[src/rtl/ppa_seq_adder_pkg.sv]
// Purpose: shared constants, state type and sizing helper for the sequenced PPA adder.
// Latency: n/a (declarations only).
// Backpressure: n/a.
package ppa_pkg;

    localparam int WORD_W = 6;

    // Two-bit state encoding: IDLE=0, RUN=1, DONE=2.
    typedef enum logic [1:0] {
        ST_IDLE = 2'd0,
        ST_RUN  = 2'd1,
        ST_DONE = 2'd2
    } state_e;

    // Width of the word index; never less than one bit.
    function automatic int idx_width(input int words);
        return (words > 1) ? $clog2(words) : 1;
    endfunction

endpackage

[src/rtl/ppa_seq_adder_if.sv]
// Purpose: operand/result bundle between a requester and ppa_seq_adder.
// Latency: n/a (wires only).
// Backpressure: none; start is only sampled while the adder is idle, so the requester holds it.
// Ports: start/a_in/b_in/c_in from the requester; busy/done/sum/cout/ovf/zero back from the adder.
interface ppa_seq_adder_if
    import ppa_pkg::*;
#(
    parameter int WORDS = 4
);
    localparam int N = WORD_W * WORDS;

    logic         start;
    logic [N-1:0] a_in;
    logic [N-1:0] b_in;
    logic         c_in;
    logic         busy;
    logic         done;
    logic [N-1:0] sum;
    logic         cout;
    logic         ovf;
    logic         zero;

    modport master (
        output start, a_in, b_in, c_in,
        input  busy, done, sum, cout, ovf, zero
    );

    modport slave (
        input  start, a_in, b_in, c_in,
        output busy, done, sum, cout, ovf, zero
    );

endinterface

[src/rtl/ppa_seq_adder_adder.sv]
// Purpose: 6-bit Kogge-Stone parallel-prefix adder with carry in/out.
// Latency: combinational.
// Backpressure: none.
// Ports: a, b operands; c carry-in; w 6-bit sum; ov carry out of bit 5.
module PPA_adder (
    input  logic [5:0] a,
    input  logic [5:0] b,
    input  logic       c,
    output logic [5:0] w,
    output logic       ov
);
    logic [5:0] p0, g0, g1, p1, g2, p2, g3;

    assign p0 = a ^ b;
    // Carry-in folded into bit 0 generate so the prefix tree yields true carries.
    assign g0 = (a & b) | {5'b0, p0[0] & c};

    // Span 1, 2, 4; bits below the span pass through unchanged.
    assign g1 = g0 | (p0 & {g0[4:0], 1'b0});
    assign p1 = p0 & {p0[4:0], 1'b1};
    assign g2 = g1 | (p1 & {g1[3:0], 2'b0});
    assign p2 = p1 & {p1[3:0], 2'b11};
    assign g3 = g2 | (p2 & {g2[1:0], 4'b0});

    assign w  = p0 ^ {g3[4:0], c};
    assign ov = g3[5];

endmodule

[src/rtl/ppa_seq_adder.sv]
// Purpose: WORDS x 6-bit adder built by running one PPA_adder over the words, LSW first.
// Latency: done pulses WORDS edges after the accepting edge; back-to-back period WORDS+2.
// Backpressure: start is ignored outside IDLE (no queuing); requester holds or re-asserts it.
// Ports: clk, rst (sync, active-high); bus = slave side of ppa_seq_adder_if.
module ppa_seq_adder
    import ppa_pkg::*;
#(
    parameter int WORDS = 4
) (
    input  logic           clk,
    input  logic           rst,
    ppa_seq_adder_if.slave bus
);
    localparam int N     = WORD_W * WORDS;
    localparam int IDX_W = idx_width(WORDS);
    localparam logic [IDX_W-1:0] IDX_LAST = IDX_W'(WORDS - 1);

    state_e           state_q, state_d;
    logic [IDX_W-1:0] idx_q, idx_d;
    logic [N-1:0]     a_q, a_d, b_q, b_d, sum_q, sum_d;
    logic             carry_q, carry_d;
    logic             cout_q, cout_d, ovf_q, ovf_d, zero_q, zero_d;

    logic [7:0]        word_base;
    logic [WORD_W-1:0] add_a, add_b, add_w;
    logic              add_ov;

    // Word select mux: the only path into the adder is registered operands + carry.
    assign word_base = 8'(idx_q) * 8'(WORD_W);
    assign add_a     = a_q[word_base +: WORD_W];
    assign add_b     = b_q[word_base +: WORD_W];

    PPA_adder u_adder (
        .a  (add_a),
        .b  (add_b),
        .c  (carry_q),
        .w  (add_w),
        .ov (add_ov)
    );

    always_ff @(posedge clk) begin
        if (rst) begin
            state_q <= ST_IDLE;
            idx_q   <= '0;
            a_q     <= '0;
            b_q     <= '0;
            sum_q   <= '0;
            carry_q <= 1'b0;
            cout_q  <= 1'b0;
            ovf_q   <= 1'b0;
            zero_q  <= 1'b0;
        end else begin
            state_q <= state_d;
            idx_q   <= idx_d;
            a_q     <= a_d;
            b_q     <= b_d;
            sum_q   <= sum_d;
            carry_q <= carry_d;
            cout_q  <= cout_d;
            ovf_q   <= ovf_d;
            zero_q  <= zero_d;
        end
    end

    always_comb begin
        state_d = state_q;
        idx_d   = idx_q;
        a_d     = a_q;
        b_d     = b_q;
        sum_d   = sum_q;
        carry_d = carry_q;
        cout_d  = cout_q;
        ovf_d   = ovf_q;
        zero_d  = zero_q;

        case (state_q)
            ST_IDLE: begin
                if (bus.start) begin
                    a_d     = bus.a_in;
                    b_d     = bus.b_in;
                    carry_d = bus.c_in;
                    idx_d   = '0;
                    sum_d   = '0;
                    state_d = ST_RUN;
                end
            end
            ST_RUN: begin
                sum_d[word_base +: WORD_W] = add_w;
                carry_d = add_ov;
                if (idx_q == IDX_LAST) begin
                    // Flags are taken from the completed sum so they are valid during DONE.
                    state_d = ST_DONE;
                    cout_d  = add_ov;
                    ovf_d   = (a_q[N-1] == b_q[N-1]) && (sum_d[N-1] != a_q[N-1]);
                    zero_d  = ~|sum_d;
                end else begin
                    idx_d = idx_q + IDX_W'(1);
                end
            end
            ST_DONE: state_d = ST_IDLE;
            default: state_d = ST_IDLE;
        endcase
    end

    assign bus.busy = (state_q == ST_RUN);
    assign bus.done = (state_q == ST_DONE);
    assign bus.sum  = sum_q;
    assign bus.cout = cout_q;
    assign bus.ovf  = ovf_q;
    assign bus.zero = zero_q;

endmodule

[src/flat_wrapper.sv]
// flat-port wrapper written by rule: the top's interface ports become plain ports
module ppa_seq_adder_flat import ppa_pkg::*;
#(
    parameter int WORDS = 4
)
  (clk, rst, bus_start, bus_a_in, bus_b_in, bus_c_in, bus_busy, bus_done, bus_sum, bus_cout, bus_ovf, bus_zero);
  ppa_seq_adder_if #(.WORDS(WORDS)) bus_i ();
  input  logic clk;
  input  logic rst;
  input wire logic [$bits(bus_i.start)-1:0] bus_start;
  input wire logic [$bits(bus_i.a_in)-1:0] bus_a_in;
  input wire logic [$bits(bus_i.b_in)-1:0] bus_b_in;
  input wire logic [$bits(bus_i.c_in)-1:0] bus_c_in;
  output wire logic [$bits(bus_i.busy)-1:0] bus_busy;
  output wire logic [$bits(bus_i.done)-1:0] bus_done;
  output wire logic [$bits(bus_i.sum)-1:0] bus_sum;
  output wire logic [$bits(bus_i.cout)-1:0] bus_cout;
  output wire logic [$bits(bus_i.ovf)-1:0] bus_ovf;
  output wire logic [$bits(bus_i.zero)-1:0] bus_zero;
  assign bus_i.start = bus_start;
  assign bus_i.a_in = bus_a_in;
  assign bus_i.b_in = bus_b_in;
  assign bus_i.c_in = bus_c_in;
  assign bus_busy = bus_i.busy;
  assign bus_done = bus_i.done;
  assign bus_sum = bus_i.sum;
  assign bus_cout = bus_i.cout;
  assign bus_ovf = bus_i.ovf;
  assign bus_zero = bus_i.zero;
  ppa_seq_adder #(.WORDS(WORDS)) u_core (.clk(clk), .rst(rst), .bus(bus_i));
endmodule
[config.mk]
export PLATFORM = sky130hd
export DESIGN_NAME = ppa_seq_adder_flat
export DESIGN_NICKNAME = d
export VERILOG_FILES = /design/src/rtl/ppa_seq_adder_pkg.sv /design/src/rtl/ppa_seq_adder_if.sv /design/src/rtl/ppa_seq_adder_adder.sv /design/src/rtl/ppa_seq_adder.sv /design/src/flat_wrapper.sv
export SDC_FILE = /design/constraint.sdc
export NUM_CORES = 1
export LEC_CHECK = 0
export ABC_AREA = 1
export ABC_CLOCK_PERIOD_IN_PS = 3500
export CORE_MARGIN = 1.5
export CORE_UTILIZATION = 35
export DETAILED_ROUTE_END_ITERATION = 7
export GPL_TIMING_DRIVEN = 0
export PLACE_DENSITY = 0.69
export SLEW_MARGIN = 0
export SYNTH_ARGS = -nofsm -noshare
export SYNTH_HDL_FRONTEND = slang
export SYNTH_HIERARCHICAL = 1
export SYNTH_SLANG_ARGS = --single-unit
[constraint.sdc]
create_clock -name clk -period 3.5 [get_ports clk]
set_clock_uncertainty 0.15 [all_clocks]
set_input_delay 0.7 -clock clk [delete_from_list [all_inputs] [get_ports clk]]
set_output_delay 0.7 -clock clk [all_outputs]
set_load 0.03 [all_outputs]
==> results of run 1 <==
[sequential cells by signal (all words and copies together), names as in the netlist]
register         flops
u_core/a_q          24
u_core/b_q          24
u_core/bus.cout      1
u_core/bus.ovf       1
u_core/bus.sum      24
u_core/bus.zero      1
u_core/carry_q       1
u_core/idx_q         2
u_core/state_q       2
[path summary, 6_finish.rpt]
check	from	endpoint	cells after the start
worst max-delay path	u_core/idx_q[0]	u_core/bus.zero	24
worst min-delay path	u_core/bus.cout	u_core/bus.cout	2
worst max register to register	u_core/idx_q[0]	u_core/bus.zero	24
worst min register to register	u_core/bus.cout	u_core/bus.cout	2
[power by group]
group | internal [uW] | switching (uW) | total (uW)
Sequential | 968 | 36.7 | 1000
Clock | 492 | 408 | 900
Combinational | 303 | 451 | 753
[logic make-up (layout without fill, tap and decap cells)]
logic type | count (synthesis) | after routing
adders and majority gates | 13 | 13
DFF | 80 | 80
and+or+nand+nor | 334 | 334
buffers and inverters | 76 | 186
xor gates and xnor gates | 3 | 3
AOI/OAI and AO/OA | 131 | 131
[area by class of cell]
| cell class | instances | share of cell area |
|---|---|---|
| inverter | 42 | 0.02886 |
| clock buffer | 10 | 0.04002 |
| buffer | 32 | 0.03630 |
| clock inverter | 6 | 0.009184 |
| timing repair buffer | 96 | 0.1640 |
| tap | 143 | 0.03127 |
| sequential | 80 | 0.2808 |
| multi-input combinational | 481 | 0.4096 |
[synth_stat cells]
| library cell | n | share of area |
|---|---|---|
| o21ai_0 | 79 | 0.094 |
| dfxtp_1 | 80 | 0.38 |
| o211ai_1 | 3 | 0.0054 |
| buf_6 | 4 | 0.011 |
| nand3_1 | 37 | 0.044 |
| o22ai_1 | 12 | 0.018 |
| buf_2 | 7 | 0.0083 |
| nand2_2 | 3 | 0.0045 |
| nor2_1 | 150 | 0.13 |
| nand2_4 | 1 | 0.0027 |
| nor2_2 | 2 | 0.0030 |
| inv_4 | 1 | 0.0015 |
| buf_4 | 1 | 0.0018 |
| a21oi_1 | 30 | 0.036 |
| xor2_1 | 1 | 0.0021 |
| nand2_1 | 131 | 0.12 |
| nand4_1 | 4 | 0.0059 |
| buf_1 | 1 | 0.00089 |
| a2bb2oi_1 | 2 | 0.0042 |
| inv_1 | 39 | 0.035 |
| nand3b_1 | 1 | 0.0018 |
| clkbuf_1 | 21 | 0.019 |
| a22oi_2 | 1 | 0.0030 |
| inv_2 | 2 | 0.0018 |
| nor3_4 | 1 | 0.0039 |
| xnor2_1 | 2 | 0.0042 |
| o21ai_1 | 2 | 0.0024 |
| fa_1 | 2 | 0.0095 |
| a31oi_1 | 1 | 0.0015 |
| a21oi_2 | 1 | 0.0021 |
| nand3_2 | 4 | 0.0095 |
| ha_1 | 11 | 0.033 |
[tightest hold or removal path: stages, from the launching register on]
cell	delay [ns]
dfxtp_1	0.31
nand3_1	0.07
nand2_1	0.05
[per-layer routing]
metal | global-route usage | routed length, um
met1 | 0.2399 | 5477
met3 | 0.03348 | 665
met5 | 0 | 0
met4 | 0.07595 | 250
met2 | 0.3435 | 6112
[what timing repair did]
action | 4_1_cts | 5_1_grt
hold buffers | 0 | 0
endpoints found under the hold margin | 0 | 0
gates cloned | 0 | 1
pin swaps | 3 | 10
setup buffers | 2 | 13
setup endpoints to repair | 14 | 2
resized for setup | 19 | 36
[stage by stage]
stage / setup WS [ns] / total power (uW) / utilization
after floorplan: 0.1852 / 1464 / -
after global routing: -0.05296 / 2793 / 0.4948
after global placement: -0.5868 / 1667 / 0.4483
after CTS: 0.03871 / 2600 / 0.4774
final: 0.1575 / 2658 / 0.4948
after detailed placement: -0.6259 / 1682 / 0.4483
==> impl_metrics.tcl, run 1 <==
set metrics [dict create \
    status "finished, final reports clean" \
    synth_top_family_by_area "simple AND/OR/NAND/NOR gates" \
    gp_congestion 0.8948 \
    synth_compound_area_frac 0.1660 \
    end_kind "register" \
    dp_hpwl_um 9409 \
    dpl-instance-area_mm2 0.005185 \
    finalHoldViolCount 0 \
    cp_top_family "simple AND/OR/NAND/NOR gates" \
    port_buffers 80 \
    ys_ff_latch 80 \
    hold_ws_ns 0.3280 \
    stdcell_area_mm2 0.005722 \
    nets 807 \
    final_common_cell "nor2_1" \
    critical_path.max_stage_delay_ns 0.41 \
    detail-route-antenna-nets 0 \
    finalCriticalPeriod_ns 3.342 \
    drt-pass1-iter-count 5 \
    multiInputGateArea_mm2 0.002344 \
    final-max-slew-violation-count 0 \
    numPlacedInstances 860 \
    seq_area_mm2 0.001607 \
    clk_pin_slew_worst_paths_ns 0.06 \
    synth_xor_area_frac 0.006248 \
    synth-seq-area-share 0.3808 \
    drv_cap 0 \
    fin_crit_sh 0.9550 \
    drt-initial-drc-count 262 \
    wl_per_cell_um 14.05 \
    crit_buf_inv 6 \
    grt_use_total 0.1961 \
    synthMuxAreaShare 0 \
    max_freq_mhz 299.2 \
    yosysWarnings 6 \
    cp_data_arrival_time_ns 3.47 \
    fp.dieArea_mm2 0.01268 \
    crit_chain "inv_8 > buf_8 > buf_12 > nor2_1 > o22ai_2 > fa_2 > inv_2 > fa_2 > inv_1 > nand3_1 > nand2_2 > xor2_2 > buf_4 > nand3_2 > nand2_1 > nand2_1 > nand2_2 > nor2_1 > nand2_1 > nor2_1 > nand2_1 > nor2_1 > nand2_1 > a21oi_2" \
    start_util 0.3636 \
    clockRootBuffer "clkbuf_16" \
    viasPerCell 5.044 \
    critPathSlowestCell "dfxtp_4" \
    overflow 0 \
    grt_pass1_wl_um 19750 \
    fin_cells 890 \
    slew_headroom 0.6508 \
    p_leak_uw 0.002388 \
    grt_pass1_vias 4178 \
    synth_simple_gate_area_share 0.3261 \
    synthesis.nets 702 \
    nFillCells 1148 \
    crit_path_frequent_cell "nand2_1" \
    cts_tree "done" \
    critical_path_class "reg -> reg" \
    ioPinCount 81 \
    cts-buffers-inserted 9 \
    cts_num_sinks 80 \
    insertion_delay_ns 0.34 \
    drt_wl_total_um 12510 \
    synth_adder_area_share 0.04225 \
    mostFrequentLayoutCells "148 x nor2_1, 128 x nand2_1, 80 x clkdlybuf4s50_1" \
    vdd_drop_max_mv 0.2457 \
    area_growth_pct 36.06 \
    die_y_um 112.6 \
    final.setup.tns_ns 0 \
    antenna_found_initial 0 \
    cts.path.max_buffers 2 \
    ys_types 32 \
    avgSynthCellArea_um2 6.602 \
    hold_class "reg -> reg" \
    r2r_slack_ns 0.16 \
    antenna_cells 0 \
    rows 39 \
    vias 4489 \
    power.density_mw_per_mm2 464.5 \
    crit_path_max_fanout 11 \
    drc 0 \
    synth_area_mm2 0.004205 \
    worstMarginPinSlew_ns 0.5239 \
    crit_path_start_kind "register" \
    drive_gt1_frac 0.1098 \
    coreArea_mm2 0.01156 \
    htreeDepth 3 \
    grt_max_degree 16 \
    cp.required_ns 3.62 \
    syn-instance-count 637 \
    setup_viol 0 \
    die_w_um 112.6 \
]
Note: power is estimated with default switching activity, not from simulation.
==> run 2, diff against run 1 <==
CTS_CLUSTER_SIZE = 30   (was unset)
SLEW_MARGIN = unset   (was 0)
==> results of run 2 <==
Same layout as run 1: the final DEF is identical, and so are final timing and power.
